### src/rtl/processor_pkg.sv
// processor_pkg: op codes, instruction field positions and sequencer states shared by sequencer and datapath decoder
package processor_pkg;
  localparam int OPC_LSB = 0;
  localparam int RD_LSB  = 7;
  localparam int RS1_LSB = 15;
  localparam int RS2_LSB = 20;
  localparam int OPC_W   = 7;
  localparam int REG_W   = 5;
  localparam logic [OPC_W-1:0] OP_NOP = 7'd0;
  localparam logic [OPC_W-1:0] OP_STR = 7'd1;
  localparam logic [OPC_W-1:0] OP_ADD = 7'd2;
  localparam logic [OPC_W-1:0] OP_SUB = 7'd3;
  typedef enum logic [1:0] {IDLE, FETCH, ISSUE, HALT} seq_state_t;
endpackage

### src/rtl/instruction_memory.sv
// instruction_memory: DEPTH x WIDTH program store, one write port (we/waddr/wdata), one synchronous write-first read port (raddr/rdata), no reset
module instruction_memory #(
  parameter int WIDTH = 32,
  parameter int DEPTH = 32,
  parameter int AW    = 5
) (
  input  logic             clk,
  input  logic             we,
  input  logic [AW-1:0]    waddr,
  input  logic [WIDTH-1:0] wdata,
  input  logic [AW-1:0]    raddr,
  output logic [WIDTH-1:0] rdata
);
  logic [WIDTH-1:0] mem [DEPTH];
  always_ff @(posedge clk) begin
    if (we) mem[waddr] <= wdata;
    rdata <= (we && waddr == raddr) ? wdata : mem[raddr];
  end
endmodule

### src/rtl/instruction_sequencer.sv
// instruction_sequencer: fetch/decode/issue FSM over a loadable imem; inputs clk,rst,start,prog_*,issue_ready; outputs issue_valid,rs1,rs2,rd,op_code,pc,busy,halted,illegal
module instruction_sequencer
  import processor_pkg::*;
#(
  parameter int INSTR_WIDTH = 32,
  parameter int IMEM_DEPTH  = 32,
  parameter int PC_WIDTH    = 5
) (
  input  logic                   clk,
  input  logic                   rst,
  input  logic                   start,
  input  logic                   prog_we,
  input  logic [PC_WIDTH-1:0]    prog_addr,
  input  logic [INSTR_WIDTH-1:0] prog_data,
  input  logic                   issue_ready,
  output logic                   issue_valid,
  output logic [REG_W-1:0]       rs1,
  output logic [REG_W-1:0]       rs2,
  output logic [REG_W-1:0]       rd,
  output logic [OPC_W-1:0]       op_code,
  output logic [PC_WIDTH-1:0]    pc,
  output logic                   busy,
  output logic                   halted,
  output logic                   illegal
);
  seq_state_t state, state_next;
  logic [INSTR_WIDTH-1:0] rdata;
  logic [PC_WIDTH-1:0] raddr;
  logic [OPC_W-1:0] opc;
  logic writable, go, accept, last, unused_bits;
  // The read address is the pc of the next cycle, so the word is already registered when FETCH begins.
  always_comb begin
    writable = state == IDLE || state == HALT;
    go = writable && start;
    accept = state == ISSUE && issue_ready;
    last = pc == PC_WIDTH'(IMEM_DEPTH - 1);
    opc = rdata[OPC_LSB +: OPC_W];
    raddr = go ? '0 : accept ? pc + 1'b1 : pc;
    state_next = go ? FETCH
               : state == FETCH ? ((opc == OP_NOP || opc > OP_SUB) ? HALT : ISSUE)
               : accept ? (last ? HALT : FETCH)
               : state;
    issue_valid = state == ISSUE;
    busy = state == FETCH || state == ISSUE;
    halted = state == HALT;
  end
  assign unused_bits = ^{rdata[INSTR_WIDTH-1:RS2_LSB+REG_W], rdata[RS1_LSB-1:RD_LSB+REG_W]};
  instruction_memory #(.WIDTH(INSTR_WIDTH), .DEPTH(IMEM_DEPTH), .AW(PC_WIDTH)) u_imem (
    .clk  (clk),
    .we   (prog_we && writable),
    .waddr(prog_addr),
    .wdata(prog_data),
    .raddr(raddr),
    .rdata(rdata)
  );
  always_ff @(posedge clk or posedge rst)
    if (rst) state <= IDLE;
    else state <= state_next;
  always_ff @(posedge clk or posedge rst)
    if (rst) begin
      pc <= '0;
      illegal <= 1'b0;
      rs1 <= '0;
      rs2 <= '0;
      rd <= '0;
      op_code <= '0;
    end else begin
      pc <= go ? '0 : (accept && !last) ? pc + 1'b1 : pc;
      illegal <= go ? 1'b0 : (state == FETCH && opc > OP_SUB) ? 1'b1 : illegal;
      if (state == FETCH) begin
        rs1 <= rdata[RS1_LSB +: REG_W];
        rs2 <= rdata[RS2_LSB +: REG_W];
        rd <= rdata[RD_LSB +: REG_W];
        op_code <= opc;
      end
    end
endmodule

### config.mk
export PLATFORM = sky130hd
export DESIGN_NAME = instruction_sequencer
export DESIGN_NICKNAME = d
export VERILOG_FILES = /design/src/rtl/processor_pkg.sv /design/src/rtl/instruction_memory.sv /design/src/rtl/instruction_sequencer.sv
export SDC_FILE = /design/constraint.sdc
export NUM_CORES = 1
export LEC_CHECK = 0
export CELL_PAD_IN_SITES_DETAIL_PLACEMENT = 1
export CELL_PAD_IN_SITES_GLOBAL_PLACEMENT = 1
export CORE_MARGIN = 4
export CORE_UTILIZATION = 55
export CTS_BUF_LIST = sky130_fd_sc_hd__clkbuf_2 sky130_fd_sc_hd__clkbuf_4 sky130_fd_sc_hd__clkbuf_8
export DETAILED_ROUTE_END_ITERATION = 10
export GPL_TIMING_DRIVEN = 0
export PLACE_DENSITY_LB_ADDON = 0.1
export SYNTH_ARGS = -nofsm -noshare
export SYNTH_HDL_FRONTEND = slang
export SYNTH_SLANG_ARGS = --single-unit
### constraint.sdc
create_clock -name clk -period 7.85 [get_ports clk]
set_input_delay 0.785 -clock clk [delete_from_list [all_inputs] [get_ports clk]]
set_output_delay 0.785 -clock clk [all_outputs]
set_load 0.005 [all_outputs]
==> impl_metrics.py, run 1 <==
metrics = {
    "run_status": {
        "status": "completed",
    },
    "floorplan": {
        "die_x_um": 243,
        "die_h_um": 243,
        "die_area_um2": 58900,
        "start_util": 0.559,
        "num_io_pins": 73,
        "coreArea_um2": 54100,
        "rows": 85,
    },
    "sta": {
        "skew_ns": 0.0266,
        "grt_setup_unrepaired": "no",
        "setup-tns-final_ns": 0,
        "fin_crit_ns": 4.77,
        "finalSetupViolations": 0,
        "hold_viol": 0,
        "maxSlewHeadroom": 0.0158,
        "worst_slew_pin_slew_ns": 1.48,
        "fin_ws_ns": 3.08,
        "finalCritPeriodShare": 0.608,
        "finalMaxSlewViolations": 0,
        "fmax_mhz": 210,
    },
    "final_layout": {
        "drive_gt1_frac": 0.181,
        "nNetsFinal": 2258,
        "finalInstanceArea_um2": 35100,
        "syn_to_final_growth_pct": 15.8,
    },
    "global_route": {
        "grt_max_degree": 34,
        "grt-busiest-layer": "met2",
        "track_usage": 0.365,
        "grt_use_met1": 0.468,
        "grt_pass1_wl_um": 153000,
        "grtUsageMet2": 0.560,
        "grt_pass1_vias": 21700,
        "grt_use_met3": 0.106,
        "antenna_found_initial": 9,
        "overflow": 0,
    },
    "critical_path": {
        "reg2regPathDepth": 11,
        "cp-start-kind": "flop",
        "critPathLaunch": "pc[1]$_DFFE_PP0P_",
        "slowest_stage": "nor2_1",
        "path_class": "flop to flop",
        "cp.depth": 11,
        "reg2reg_to": "u_imem.rdata[9]$_DFF_P_",
        "cp.arrival_ns": 5.34,
        "crit_chain": "ha_1, buf_2, and3_4, buf_6, o21a_1, buf_4, nor2_1, clkbuf_1, a32oi_1, a31oi_1, o221ai_1",
        "crit_family": "compound AO/OA/AOI/OAI gates",
        "required_ns": 8.42,
        "critPathCapture": "u_imem.rdata[9]$_DFF_P_",
        "cpPeakStageDelay_ns": 1.01,
        "crit_fanout": 10,
        "crit_buf_inv": 4,
        "r2r_setup_slack_ns": 3.08,
        "rr_startpoint": "pc[1]$_DFFE_PP0P_",
        "end_kind": "flop",
    },
    "clock_network": {
        "ctsLongestPathBuffers": 3,
        "clk_pin_slew_ns": 0.07,
        "post_cts_buffers": 0,
        "hold_buffers": 0,
        "clock_sinks": 756,
        "h-tree-depth": 3,
        "cts_tree": "yes",
        "ctsResizeCount": 0,
        "insertion_delay_ns": 0.76,
        "cts-root-buf": "clkbuf_8",
        "cts_made_buffers": 117,
    },
    "synth": {
        "synth-main-ff-cell": "edfxtp_1",
        "synth_edf_count": 704,
        "syn_nets": 2049,
        "netlist.area_leader.share": 0.698,
        "synth_mux_area_frac": 0.0626,
        "synth_top_family_by_area": "simple AND/OR/NAND/NOR gates",
        "syn_area_um2": 30300,
        "synth_area_per_cell_um2": 15.1,
        "synth_cell_types": 77,
        "yosys.area_share.simple": 0.0886,
        "netlist_top_cells_area": "edfxtp_1 (70%), nand2_1 (4.9%), mux2i_1 (3.2%)",
        "yosys.area_share.adder": 0.00207,
        "synth-async-reset-ratio": 0.0397,
        "synth_largest_area_cell": "edfxtp_1",
        "yosys.area_share.xor_xnor": 0.00116,
        "synth_seq_area_share": 0.738,
        "yosys_register_bits": 756,
        "synth.yosys.warnings": 0,
        "syn_inst": 2002,
        "synth_compound_area_frac": 0.0807,
    },
    "placement": {
        "dpl_cell_area_um2": 32600,
        "dp_slack_ns": 2.95,
        "place_hpwl_um": 71300,
        "io_buffers": 60,
        "place.gp.congestion": 0.891,
    },
    "route": {
        "route.detailed.drc": 0,
        "wl_per_cell_um": 36.0,
        "ant_nets": 0,
        "drt-initial-drc-count": 3225,
        "drt_wl_total_um": 108000,
        "first_pass_iters": 5,
        "via_count": 20900,
        "vias_per_cell": 6.93,
    },
    "power_and_ir_drop": {
        "powerDensity_nw_per_um2": 245,
        "ir_drop_uv": 141,
        "leakage_nw": 12.2,
    },
    "hold_path": {
        "hp-class": "flop to flop",
    },
    "flow_run": {
        "max_cap_violations": 0,
    },
}
## state kept, by name, indices dropped and copies added (netlist names)
name / count
illegal: 1
op_code: 7
pc: 5
rd: 5
rs1: 5
rs2: 5
state: 2
u_imem.mem: 704
u_imem.rdata: 22
## worst reg2reg max path, delay by kind of cell (launching register included)
family	cells	cell delay [ns]
AOI/OAI and AO/OA	4	1.40
buffers and inverters	4	1.25
and+or+nand+nor	2	1.21
DFF	1	0.44
adders and majority gates	1	0.29
## metrics by stage
step / power (W) / hold WS (ns) / cells / utilization
detailed placement: 0.00526 / 0.452 / 2786 / 0.603
floorplan: 0.00489 / 0.439 / 2002 / -
CTS: 0.00858 / 0.456 / 3003 / 0.647
global placement: 0.00520 / 0.443 / 2758 / 0.587
finish: 0.00859 / 0.452 / 3009 / 0.648
global route: 0.00885 / 0.478 / 3006 / 0.648
## worst min path at each step
stage / from / end / slack, ns / depth (start not counted)
finish: u_imem.rdata[16]$_DFF_P_ / rs1[1]$_DFFE_PP0P_ / 0.45 / 1
global route: u_imem.rdata[17]$_DFF_P_ / rs1[2]$_DFFE_PP0P_ / 0.48 / 1
CTS: u_imem.rdata[16]$_DFF_P_ / rs1[1]$_DFFE_PP0P_ / 0.46 / 1
detailed placement: u_imem.rdata[9]$_DFF_P_ / rd[2]$_DFFE_PP0P_ / 0.45 / 1
global placement: u_imem.rdata[17]$_DFF_P_ / rs1[2]$_DFFE_PP0P_ / 0.44 / 1
floorplan: u_imem.rdata[11]$_DFF_P_ / rd[4]$_DFFE_PP0P_ / 0.44 / 1
## Yosys cell counts (all sizes together), types with 13 or more instances
library cell    n
a211oi         21
edfxtp        704
clkbuf         42
mux4           26
nand2         398
a2111oi        13
a32oi          18
a31oi          53
a22o           14
nand3          98
nor2           64
a21oi          65
a221oi         20
and3           25
dfxtp          22
o21ai          16
mux2i          98
buf            87
mux2           27
dfrtp          30
## cell type report
class / instances / area (um2)
Timing Repair Buffer: 90 / 1270
Antenna cell: 4 / 10.0
Fill cell: 4956 / 19100
Sequential cell: 756 / 22300
Clock inverter: 41 / 268
Inverter: 6 / 22.5
Buffer: 129 / 803
Multi-Input combinational cell: 1111 / 7360
Clock buffer: 176 / 2130
Tap cell: 696 / 871
## report_power, final
group	internal, W	switching [W]	total, W
Clock	0.00183	0.00158	0.00341
Combinational	0.000265	0.000361	0.000626
Sequential	0.00451	0.0000451	0.00456
Total	0.00661	0.00198	0.00859
## cell usage in the layout, fill, tap and decap left out, types with 32 or more instances in the layout
cell | netlist | final
edfxtp_1 | 704 | 704
nand2_1 | 398 | 398
clkbuf_8 | 0 | 130
nand3_1 | 98 | 98
mux2i_1 | 97 | 97
a21oi_1 | 64 | 64
clkdlybuf4s50_1 | 0 | 54
a31oi_1 | 53 | 53
buf_2 | 43 | 49
clkbuf_4 | 0 | 46
clkbuf_1 | 42 | 42
nor2_4 | 0 | 32
## routing by layer
metal	vias up	routed length, um
li1	8165	-
met1	10600	38300
met2	1671	48700
met3	454	13500
met4	2	7640
met5	-	16
## cell families (layout without fill, tap and decap cells)
| family | count (synthesis) | after routing |
|---|---|---|
| flops | 756 | 756 |
| fa+ha+maj | 5 | 5 |
| simple gates | 627 | 627 |
| mux | 151 | 151 |
| xor+xnor | 4 | 4 |
| buf+inv | 135 | 442 |
| other cells | 0 | 4 |
| compound gates | 324 | 324 |
Note: power is estimated with default switching activity, not from simulation.
==> run 2, diff against run 1 <==
- clock period: 7.85 -> 4.69 ns (I/O delays scaled with it)
==> run 2 against run 1 <==
  * The run now ends with max-capacitance violations, max-slew violations left
  * Maximum frequency increased by 1.9%
  * Cell area about the same
  * Critical path depth unchanged
  * Clock skew about the same
  * Setup slack got worse by 3.1 ns
  * Cell count about the same
  * Core utilization about the same
  * Routed wire length increased by 0.18%
  * Sequential power increased by 67%
  * Die area unchanged
  * Critical endpoint unchanged
==> impl_metrics.py, run 2 (synthesis gave the netlist of run 1 again) <==
metrics = {
    "clock_network": {
        "post_cts_buffers": 0,
        "clk_pin_slew_ns": 0.07,
        "insertion_delay_ns": 0.75,
        "clock_sinks": 756,
        "cts-root-buf": "clkbuf_8",
        "cts_tree": "yes",
        "cts_made_buffers": 117,
        "h-tree-depth": 3,
        "ctsLongestPathBuffers": 3,
        "hold_buffers": 0,
    },
    "critical_path": {
        "cpPeakStageDelay_ns": 1.04,
        "path_class": "flop to flop",
        "cp.arrival_ns": 5.25,
        "crit_chain": "ha_1, and3_1, ha_1, nand3_1, a21o_1, buf_2, clkdlybuf4s15_1, buf_2, a31oi_1, a31oi_1, o221ai_1",
        "crit_buf_inv": 3,
        "cp-start-kind": "flop",
        "required_ns": 5.26,
        "crit_family": "buffers and inverters",
        "end_kind": "flop",
        "slowest_stage": "clkdlybuf4s15_1",
        "crit_fanout": 10,
    },
    "final_layout": {
        "top_regs": "u_imem.mem (704), u_imem.rdata (22), op_code (7)",
        "largest_reg_flops": 704,
        "nNetsFinal": 2258,
        "drive_gt1_frac": 0.181,
        "final_cell_mix": "edfxtp_1 (704), nand2_1 (398), clkbuf_8 (130)",
        "syn_to_final_growth_pct": 15.9,
        "n_fill_cell": 4955,
        "final_common_cell": "edfxtp_1",
        "largest_register": "u_imem.mem",
        "layoutNonFillerInstCount": 3010,
    },
    "run_status": {
        "status": "finished with violations",
        "violations": "max-capacitance violations, max-slew violations",
    },
    "sta": {
        "finalMaxSlewViolations": 9,
        "worst_slew_pin_slew_ns": 1.52,
        "setup-tns-final_ns": 0,
        "fin_crit_ns": 4.68,
        "finalCritPeriodShare": 0.998,
        "finalSetupViolations": 0,
        "skew_ns": 0.0270,
        "hold_viol": 0,
        "fmax_mhz": 214,
        "grt_setup_unrepaired": "no",
        "maxSlewHeadroom": -0.0113,
    },
    "flow_run": {
        "max_cap_violations": 1,
    },
    "power_and_ir_drop": {
        "p_int_w": 0.0111,
        "p_sw_w": 0.00332,
        "power_w": 0.0144,
        "ir_drop_uv": 235,
        "leakage_nw": 12.2,
        "p_comb_frac": 0.073,
        "p_clk_frac": 0.397,
        "pwr-share-seq": 0.530,
        "powerDensity_nw_per_um2": 410,
        "sw_frac_of_total": 0.231,
    },
    "route": {
        "first_pass_iters": 8,
        "vias_per_cell": 6.92,
        "via_count": 20800,
        "wl_per_cell_um": 36.0,
        "ant_nets": 0,
        "drt-initial-drc-count": 3145,
        "route.detailed.drc": 0,
        "drt_wl_total_um": 108000,
    },
    "global_route": {
        "grt_pass1_wl_um": 153000,
        "track_usage": 0.365,
        "grt_pass1_vias": 21700,
        "overflow": 0,
        "grt_max_degree": 34,
        "antenna_found_initial": 10,
    },
    "placement": {
        "io_buffers": 60,
        "place.gp.congestion": 0.891,
        "placedCellCount": 2786,
        "place_hpwl_um": 71300,
    },
    "floorplan": {
        "die_x_um": 243,
        "num_io_pins": 73,
        "die_area_um2": 58900,
        "coreArea_um2": 54100,
        "die_h_um": 243,
        "start_util": 0.559,
        "rows": 85,
    },
    "hold_path": {
        "hp-class": "primary input to flop",
    },
}
## run 2: changes by cell type in the layout (fill, tap and decap cells not counted)
cell / previous run / this run
diode_2: 4 / 5
a21oi_2: 1 / 0
clkdlybuf4s15_1: 0 / 1
clkbuf_1: 42 / 41
nor2_1: 30 / 29
a21oi_4: 0 / 1
nor2_2: 2 / 3
## run 2: worst paths after layout
path                                           from                      end  slack [ns]  depth (start not counted)
min reg2reg                u_imem.rdata[16]$_DFF_P_       rs1[1]$_DFFE_PP0P_        0.45                          1
max                               pc[1]$_DFFE_PP0P_  u_imem.rdata[9]$_DFF_P_       0.009                         11
max reg2reg                       pc[1]$_DFFE_PP0P_  u_imem.rdata[9]$_DFF_P_       0.009                         11
max in group asynchronous                       rst       rs1[3]$_DFFE_PP0P_        3.64                          2
min                                     issue_ready        pc[1]$_DFFE_PP0P_        0.28                          4
min in group asynchronous                       rst        pc[2]$_DFFE_PP0P_        0.32                          2
## run 2: worst register-to-register path: stages (launching register included)
cell and delay, ns:
dfrtp_1 0.44, ha_1 0.25, and3_1 0.18, ha_1 0.29, nand3_1 0.21, a21o_1 0.15, buf_2 0.35, clkdlybuf4s15_1 1.04
buf_2 0.49, a31oi_1 0.11, a31oi_1 0.70, o221ai_1 0.28
## run 2: power groups by stage
stage               Clock (W)  Sequential, W  Combinational (W)
floorplan                   0        0.00776           0.000416
global placement            0        0.00776           0.000941
detailed placement          0        0.00778            0.00103
CTS                   0.00570        0.00764            0.00104
global route          0.00606        0.00765            0.00111
finish                0.00570        0.00763            0.00105
## run 2: layout make-up
class / count / area [um2] / share of cell area
diodes: 5 / 12.5 / 0.000357
inverters: 6 / 22.5 / 0.000642
flip-flops and latches: 756 / 22300 / 0.636
multi-input cells: 1111 / 7370 / 0.210
well taps: 696 / 871 / 0.0248
clock buffers: 176 / 2130 / 0.0608
plain buffers: 129 / 810 / 0.0231
clock inverters: 41 / 268 / 0.00763
repair buffers: 90 / 1270 / 0.0361
## run 2: timing repair
action	CTS	global route
gates resized for setup	0	4
endpoints found under the hold margin	0	0
endpoints found under the setup margin	0	3
## run 2: layer usage
metal  GRT usage  vias to the layer above  part of all wire
met5           0                        -                 0
met4       0.212                        0             0.069
met3       0.106                      439              0.13
met2       0.560                     1696              0.45
met1       0.468                    10500              0.35
li1            -                     8163                 -
## run 2: stage by stage
step	hold WS, ns	util	setup WS, ns	area, um2
after global routing	0.339	0.648	0.00643	35100
final	0.276	0.648	0.00930	35100
after floorplan	0.439	-	1.94	30300
after detailed placement	0.452	0.603	0.102	32600
after CTS	0.253	0.647	0.160	35000
after global placement	0.443	0.587	-0.00475	31800
